$ cat config.mk
export PLATFORM = sky130hd
export DESIGN_NAME = iexecute
export DESIGN_NICKNAME = d
export VERILOG_FILES = /design/src/rtl/iexecute_pkg.sv /design/src/rtl/iexecute_ex_mem.sv /design/src/rtl/iexecute.sv
export SDC_FILE = /design/constraint.sdc
export NUM_CORES = 1
export LEC_CHECK = 0
export CORE_MARGIN = 2
export CORE_UTILIZATION = 52
export CTS_CLUSTER_SIZE = 28
export DETAILED_ROUTE_END_ITERATION = 12
export GPL_TIMING_DRIVEN = 0
export PLACE_DENSITY = 0.91
export SYNTH_ARGS = -nofsm -noshare
export SYNTH_HDL_FRONTEND = slang
export SYNTH_SLANG_ARGS = --single-unit
export TNS_END_PERCENT = 50
$ cat constraint.sdc
create_clock -name clk -period 18.3 [get_ports clk]
set_input_delay 2.745 -clock clk [delete_from_list [all_inputs] [get_ports clk]]
set_output_delay 2.745 -clock clk [all_outputs]
set_load 0.005 [all_outputs]
$ cat src/rtl/iexecute_pkg.sv
// Shared pipeline constants for the execute stage:
// ALU operation codes and operand-forward selects.
package iexecute_pkg;

  localparam logic [2:0] ALU_ADD = 3'b000;
  localparam logic [2:0] ALU_SUB = 3'b001;
  localparam logic [2:0] ALU_AND = 3'b010;
  localparam logic [2:0] ALU_OR  = 3'b011;
  localparam logic [2:0] ALU_XOR = 3'b100;
  localparam logic [2:0] ALU_SLT = 3'b101;

  localparam logic [1:0] FWD_RF  = 2'b00;
  localparam logic [1:0] FWD_WB  = 2'b01;
  localparam logic [1:0] FWD_MEM = 2'b10;

endpackage

$ cat src/rtl/iexecute_ex_mem.sv
// EX/MEM pipeline register: captures execute results
// and pass-through control for the memory stage.
module ex_mem #(
  parameter int XLEN = 32
) (
  input  logic            clk,
  input  logic            reset,
  input  logic            RegWriteE,
  input  logic            MemWriteE,
  input  logic [1:0]      ResultSrcE,
  input  logic [4:0]      RdE,
  input  logic [XLEN-1:0] ALUResultE,
  input  logic [XLEN-1:0] WriteDataE,
  input  logic [XLEN-1:0] PCPlus4E,
  output logic            RegWriteM,
  output logic            MemWriteM,
  output logic [1:0]      ResultSrcM,
  output logic [4:0]      RdM,
  output logic [XLEN-1:0] ALUResultM,
  output logic [XLEN-1:0] WriteDataM,
  output logic [XLEN-1:0] PCPlus4M
);

  always_ff @(posedge clk) begin
    if (reset) begin
      RegWriteM  <= 1'b0;
      MemWriteM  <= 1'b0;
      ResultSrcM <= '0;
      RdM        <= '0;
      ALUResultM <= '0;
      WriteDataM <= '0;
      PCPlus4M   <= '0;
    end else begin
      RegWriteM  <= RegWriteE;
      MemWriteM  <= MemWriteE;
      ResultSrcM <= ResultSrcE;
      RdM        <= RdE;
      ALUResultM <= ALUResultE;
      WriteDataM <= WriteDataE;
      PCPlus4M   <= PCPlus4E;
    end
  end

endmodule

$ cat src/rtl/iexecute.sv
// Execute stage: operand forwarding, ALU, branch resolve
// and the EX/MEM register.
module iexecute
  import iexecute_pkg::*;
#(
  parameter int XLEN = 32
) (
  input  logic            clk,
  input  logic            reset,
  input  logic            RegWriteE,
  input  logic            MemWriteE,
  input  logic            JumpE,
  input  logic            BranchE,
  input  logic            ALUSrcE,
  input  logic [1:0]      ResultSrcE,
  input  logic [2:0]      ALUControlE,
  input  logic [4:0]      RdE,
  input  logic [XLEN-1:0] PCE,
  input  logic [XLEN-1:0] RD1E,
  input  logic [XLEN-1:0] RD2E,
  input  logic [XLEN-1:0] ImmExtE,
  input  logic [XLEN-1:0] PCPlus4E,
  input  logic [1:0]      ForwardAE,
  input  logic [1:0]      ForwardBE,
  input  logic [XLEN-1:0] ResultW,
  output logic            PCSrcE,
  output logic [XLEN-1:0] PCTargetE,
  output logic            RegWriteM,
  output logic            MemWriteM,
  output logic [1:0]      ResultSrcM,
  output logic [4:0]      RdM,
  output logic [XLEN-1:0] ALUResultM,
  output logic [XLEN-1:0] WriteDataM,
  output logic [XLEN-1:0] PCPlus4M
);

  logic [XLEN-1:0] w_srca;
  logic [XLEN-1:0] w_wdata;
  logic [XLEN-1:0] w_srcb;
  logic [XLEN-1:0] w_alu;
  logic            w_zero;
  logic            w_lt;

  // MEM forwarding uses the registered result, so no loop
  always_comb begin
    w_srca = RD1E;
    case (ForwardAE)
      FWD_WB:  w_srca = ResultW;
      FWD_MEM: w_srca = ALUResultM;
      default: w_srca = RD1E;
    endcase
  end

  always_comb begin
    w_wdata = RD2E;
    case (ForwardBE)
      FWD_WB:  w_wdata = ResultW;
      FWD_MEM: w_wdata = ALUResultM;
      default: w_wdata = RD2E;
    endcase
  end

  assign w_srcb = ALUSrcE ? ImmExtE : w_wdata;
  assign w_lt   = $signed(w_srca) < $signed(w_srcb);

  always_comb begin
    w_alu = '0;
    case (ALUControlE)
      ALU_ADD: w_alu = w_srca + w_srcb;
      ALU_SUB: w_alu = w_srca - w_srcb;
      ALU_AND: w_alu = w_srca & w_srcb;
      ALU_OR:  w_alu = w_srca | w_srcb;
      ALU_XOR: w_alu = w_srca ^ w_srcb;
      ALU_SLT: w_alu = {{(XLEN-1){1'b0}}, w_lt};
      default: w_alu = '0;
    endcase
  end

  assign w_zero    = (w_alu == '0);
  assign PCTargetE = PCE + ImmExtE;
  assign PCSrcE    = (BranchE & w_zero) | JumpE;

  ex_mem #(
    .XLEN(XLEN)
  ) u_ex_mem (
    .clk        (clk),
    .reset      (reset),
    .RegWriteE  (RegWriteE),
    .MemWriteE  (MemWriteE),
    .ResultSrcE (ResultSrcE),
    .RdE        (RdE),
    .ALUResultE (w_alu),
    .WriteDataE (w_wdata),
    .PCPlus4E   (PCPlus4E),
    .RegWriteM  (RegWriteM),
    .MemWriteM  (MemWriteM),
    .ResultSrcM (ResultSrcM),
    .RdM        (RdM),
    .ALUResultM (ALUResultM),
    .WriteDataM (WriteDataM),
    .PCPlus4M   (PCPlus4M)
  );

endmodule

==> Word-level counts from Yosys, hierarchy flattened <==
Index checks and enable logic that the tools add are counted.
{ "word_totals": {"ff_bits": 105, "out_inout_bits": 138, "input_bits": 213} }
{ "op_classes": {"add_sub_neg": 3, "n_mux": 4, "eq_ne": 9, "bitwise_logic": 5, "magnitude_cmp": 1, "n_reduce_logical": 2} }
{ "op_table": {"columns": ["op", "n"], "rows": [
  ["one-hot mux 32 bit (6 select lines)", 1],
  ["one-hot mux 32 bit (2 select lines)", 2],
  ["adder 32 bit", 2],
  ["bitwise AND 32 bit", 1],
  ["logical NOT 32 bit", 1],
  ["less-than comparator 32 bit", 1],
  ["2-to-1 mux 32 bit", 1],
  ["bitwise OR 32 bit", 1],
  ["subtractor 32 bit", 1],
  ["XOR 32 bit", 1],
  ["== test 3 x 2 -> 1 bit (second input constant)", 2],
  ["== test 3 bit (second input constant)", 2],
  ["== test 2 x 1 -> 1 bit (second input constant)", 2],
  ["== test 2 bit (second input constant)", 2],
  ["== test 3 x 1 -> 1 bit (second input constant)", 1],
  ["logical NOT 3 bit", 1],
  ["bitwise AND 1 bit", 1],
  ["bitwise OR 1 bit", 1]
]} }

==> Depth between registers and ports, before layout <==
{ "logic_depth": {"word_depth": 8, "depth_mapped": 22, "mapped_depth_nobuf": 21} }

==> Hierarchy <==
A second synthesis with hierarchy kept.
{ "hier_totals": {"hier_cells": 1609, "area_unflattened_um2": 11666.2} }
{ "by_module_without_submodules": {"columns": ["module", "cells_each", "area_each_um2", "instances"], "rows": [
  ["iexecute", 1388, 8826.0, 1],
  ["ex_mem", 221, 2840.2, 1]
]} }

==> Worst setup path after synthesis <==
Ideal clock, no wire load.
{ "synth_path": {"kind": "input-to-output", "start": "in ForwardBE[0]", "end": "out PCSrcE", "required_time_ps": 15555, "path_stages": 21, "path_buffers": 2, "path_slack_ps": 8365, "t_arrival_ps": 7190, "cell_sequence": "inv_1 -> ha_1 -> clkbuf_1 -> buf_1 -> a21oi_1 -> o21ai_0 -> ha_1 -> inv_1 -> fa_1 -> nor2b_1 -> o311ai_1 -> a21oi_1 -> a21oi_1 -> mux2_1 -> nor4_1 -> nand4_1 -> nor4_1 -> nand4_1 -> nor4_1 -> nand3_1 -> o41ai_2"} }
{ "synth_between": {"elab_chain_cells": 8, "word_cells_on_any_way": 14} }
{ "synth_lines": {"columns": ["element", "line", "rtl"], "rows": [
  ["start, declared", "iexecute.sv:24", "input logic [1:0] ForwardBE,"],
  ["== test 2 bit / == test 2 x 1 -> 1 bit (equally long branches)", "iexecute.sv:56", "case (ForwardBE)"],
  ["one-hot mux 32 bit (2 select lines) (*)", "iexecute.sv:56", null],
  ["2-to-1 mux 32 bit (*)", "iexecute.sv:63", "assign w_srcb = ALUSrcE ? ImmExtE : w_wdata;"],
  ["subtractor 32 bit (tied with other cells)", "iexecute.sv:70", "ALU_SUB: w_alu = w_srca - w_srcb;"],
  ["one-hot mux 32 bit (6 select lines) (*)", "iexecute.sv:68", "case (ALUControlE)"],
  ["logical NOT 32 bit (*)", "iexecute.sv:79", "assign w_zero = (w_alu == '0);"],
  ["bitwise AND 1 bit (*)", "iexecute.sv:81", "assign PCSrcE = (BranchE & w_zero) | JumpE;"],
  ["bitwise OR 1 bit (*)", "iexecute.sv:81", null],
  ["end, declared", "iexecute.sv:26", "output logic PCSrcE,"]
]} }
Every way passes the cells marked *; elsewhere a longest branch is shown, timed or not.

==> Worst setup path in the final report <==
Same ends and word-level chain as after synthesis.

==> flow_metrics.py <==
metrics = {
    "yosys": {
        "synth_top_cell_area_share": 0.1892,
        "ys_ff_latch": 105,
        "synth_top_cell_by_area": "dfxtp_1",
        "synthCells": 1558,
        "ys_top_cells_by_area": "dfxtp_1 (19%), ha_1 (15%), nor2_1 (6.3%), a21oi_1 (5.7%), o21ai_0 (5.4%)",
        "ys.flop_type": "dfxtp_1",
        "synth_edf_count": 0,
        "async_flop_share": 0,
        "syn_nets": 1911,
        "ys_warn_count": 0,
        "synth.avg_cell_area_um2": 7.132,
        "syn_area_mm2": 0.01111,
        "synth-seq-area-share": 0.1892,
        "ys_types": 86,
    },
    "finish": {
        "layout_commonest_cell": "clkdlybuf4s50_1",
        "num-nets-final": 2269,
        "drive_gt1_frac": 0.03227,
        "stdcell_count": 2200,
        "mostFrequentLayoutCells": "clkdlybuf4s50_1 (347), nor2_1 (186), nand2_1 (140)",
        "area_growth_pct": 37.27,
    },
    "setup_path": {
        "cpLargestDelayFamily": "compound AO/OA/AOI/OAI gates",
        "cp_slowest_cell": "nor4_1",
        "cp_cell_sequence": "clkdlybuf4s50_1 -> inv_1 -> ha_1 -> clkbuf_1 -> buf_1 -> a21oi_1 -> o21ai_0 -> ha_1 -> inv_1 -> fa_1 -> nor2b_1 -> o311ai_1 -> a21oi_1 -> a21oi_1 -> mux2_1 -> nor4_1 -> nand4_1 -> nor4_1 -> nand4_1 -> nor4_1 -> nand3_1 -> o41ai_2 -> clkdlybuf4s50_1",
        "worstSetupStartpoint": "ForwardBE[0]",
        "critPathMaxStageDelay_ns": 0.74,
        "critical_path_required_ns": 15.55,
        "worstPathMaxFanout": 10,
        "regToRegStartpoint": "u_ex_mem.ALUResultM[1]$_SDFF_PP0_",
        "arrival_ns": 11.26,
        "end_kind": "primary output",
        "crit_type": "in -> out",
        "crit_buf_inv": 6,
        "worstSetupStartpointType": "input pin",
    },
    "floorplanning": {
        "fp-row-count": 53,
        "fp.coreArea_mm2": 0.02102,
        "die_w_um": 150.2,
        "dieArea_mm2": 0.02255,
        "boundaryPins": 351,
        "die_h_um": 150.2,
        "initial_core_util": 0.5286,
    },
    "route": {
        "wl_um": 55650,
        "drtIter0Drc": 1766,
        "vias": 14050,
        "postRouteAntennaNets": 0,
        "via_per_inst": 6.385,
        "first_pass_iters": 8,
        "wl_per_cell_um": 25.30,
        "route.detailed.drc": 0,
    },
    "sta": {
        "period_minus_slack_ns": 14.01,
        "slew_viol_final": 0,
        "rsz0062_at_grt": "false",
        "setup_viol": 0,
        "worst_pin_slew_ns": 1.133,
        "finalClockSkew_ns": 0.01291,
        "final-hold-violation-count": 0,
        "finalCritPeriodShare": 0.7655,
        "relSlewSlack": 0.2419,
        "timing.hold.ws_ns": 0.7162,
        "worst_slack_ns": 4.291,
        "fmax_mhz": 71.38,
        "tns_ns": 0,
    },
    "clock_tree": {
        "post_cts_buffers": 0,
        "clockBufferDepth": 2,
        "hold_buffers": 0,
        "h-tree-depth": 3,
        "clk_latency_ns": 0.37,
        "cts_tree": "built",
        "clockRootBuffer": "clkbuf_16",
        "cts-resized-gates": 0,
        "clk_pin_slew_ns": 0.08,
        "cts.sinks": 105,
        "cts_made_buffers": 9,
    },
    "flow_run": {
        "maxCapViolations": 0,
    },
    "min_path": {
        "hold_path_class": "reg -> reg",
        "hold_start": "u_ex_mem.ALUResultM[17]$_SDFF_PP0_",
    },
    "global_route": {
        "grt_pass1_vias": 13380,
        "grt.overflow.total": 0,
        "grt_pass1_wl_um": 80380,
        "grt_max_degree": 23,
        "antenna_found_initial": 6,
        "grtUsageTotal": 0.4785,
    },
    "placed_design": {
        "dp_hpwl_um": 45720,
        "place_ws_ns": 4.832,
        "dpl.cell_count": 2180,
        "portBuffers": 347,
        "place_congestion": 1.156,
    },
    "power": {
        "power_density_mw_per_mm2": 69.95,
        "peakVddDrop_mv": 0.05287,
        "p_leak_uw": 0.006309,
        "power.total_uw": 1067,
    },
    "status": {
        "status": "completed",
    },
}
==> final cells by class <==
cell class              instances  area [µm²]
flip-flops and latches        105        2102
inverters                     112       420.4
diodes                          4       10.01
multi-input cells            1246        8192
well taps                     275       344.1
fillers                      1690        5768
repair buffers                347        3473
clock inverters                 7       88.84
plain buffers                  95       397.9
clock buffers                   9       225.2
==> routing by layer <==
metal  wire, µm  global-route usage
met2      23560              0.7438
met3       7832              0.1879
met1      19140              0.5330
met5         23                   0
met4       5098              0.3439
==> worst paths after layout <==
path | to | slack, ns | cells past startpoint
max | PCSrcE | 4.29 | 23
min | u_ex_mem.WriteDataM[17]$_SDFF_PP0_ | 0.72 | 4
max reg2reg | u_ex_mem.ALUResultM[29]$_SDFF_PP0_ | 13.10 | 17
min reg2reg | u_ex_mem.WriteDataM[17]$_SDFF_PP0_ | 0.72 | 4
==> worst register-to-register path, delay by kind of cell, from the launching register on <==
family	cells	cell delay (ns)
DFF	1	0.39
AOI/OAI and AO/OA	12	3.72
adders and majority gates	1	0.32
xor gates and xnor gates	1	0.15
and+or+nand+nor	3	0.48
==> power breakdown <==
part / switching (µW) / internal, µW
clock: 113 / 99.9
combinational: 346 / 248
sequential: 13.2 / 247
total: 472 / 595
==> state kept, by name (all words and copies together), names as in the netlist <==
signal / cells
u_ex_mem.RdM: 5
u_ex_mem.PCPlus4M: 32
u_ex_mem.RegWriteM: 1
u_ex_mem.ResultSrcM: 2
u_ex_mem.ALUResultM: 32
u_ex_mem.WriteDataM: 32
u_ex_mem.MemWriteM: 1
==> kinds of logic (layout without fill, tap and decap cells) <==
logic type	Yosys count	count (layout)	synth area share
other	0	4	0
flip-flops	105	105	0.1892
AND/OR/NAND/NOR	527	527	0.2226
AO/OA/AOI/OAI	524	524	0.3102
multiplexers	10	10	0.009233
adder cells (fa/ha/maj)	140	140	0.1597
XOR/XNOR	45	45	0.03547
buffers and inverters	207	570	0.07364
==> cell usage after synthesis, types with 12 or more instances <==
library cell  instances
clkbuf_1             67
a211oi_1             17
a21oi_1             127
nand2_1             140
nand3_1              20
a21o_1               22
nor4_1               12
o31ai_1              13
o211ai_1             17
a31oi_1              12
a22oi_1              68
dfxtp_1             105
nor2b_1              66
buf_2                21
o21a_1               17
ha_1                137
o21ai_0             119
nand4_1              13
nand2b_1             14
inv_1               110
nor2_1              186
xnor2_1              34
nor3_1               26
==> stage by stage <==
| step | utilization | area [µm²] |
|---|---|---|
| after floorplan | - | 11110 |
| after global placement | 0.7102 | 14930 |
| after detailed placement | 0.7102 | 14930 |
| after CTS | 0.7251 | 15240 |
| after global routing | 0.7255 | 15250 |
| final | 0.7256 | 15250 |
No activity file was read; power rests on OpenSTA's default activity.
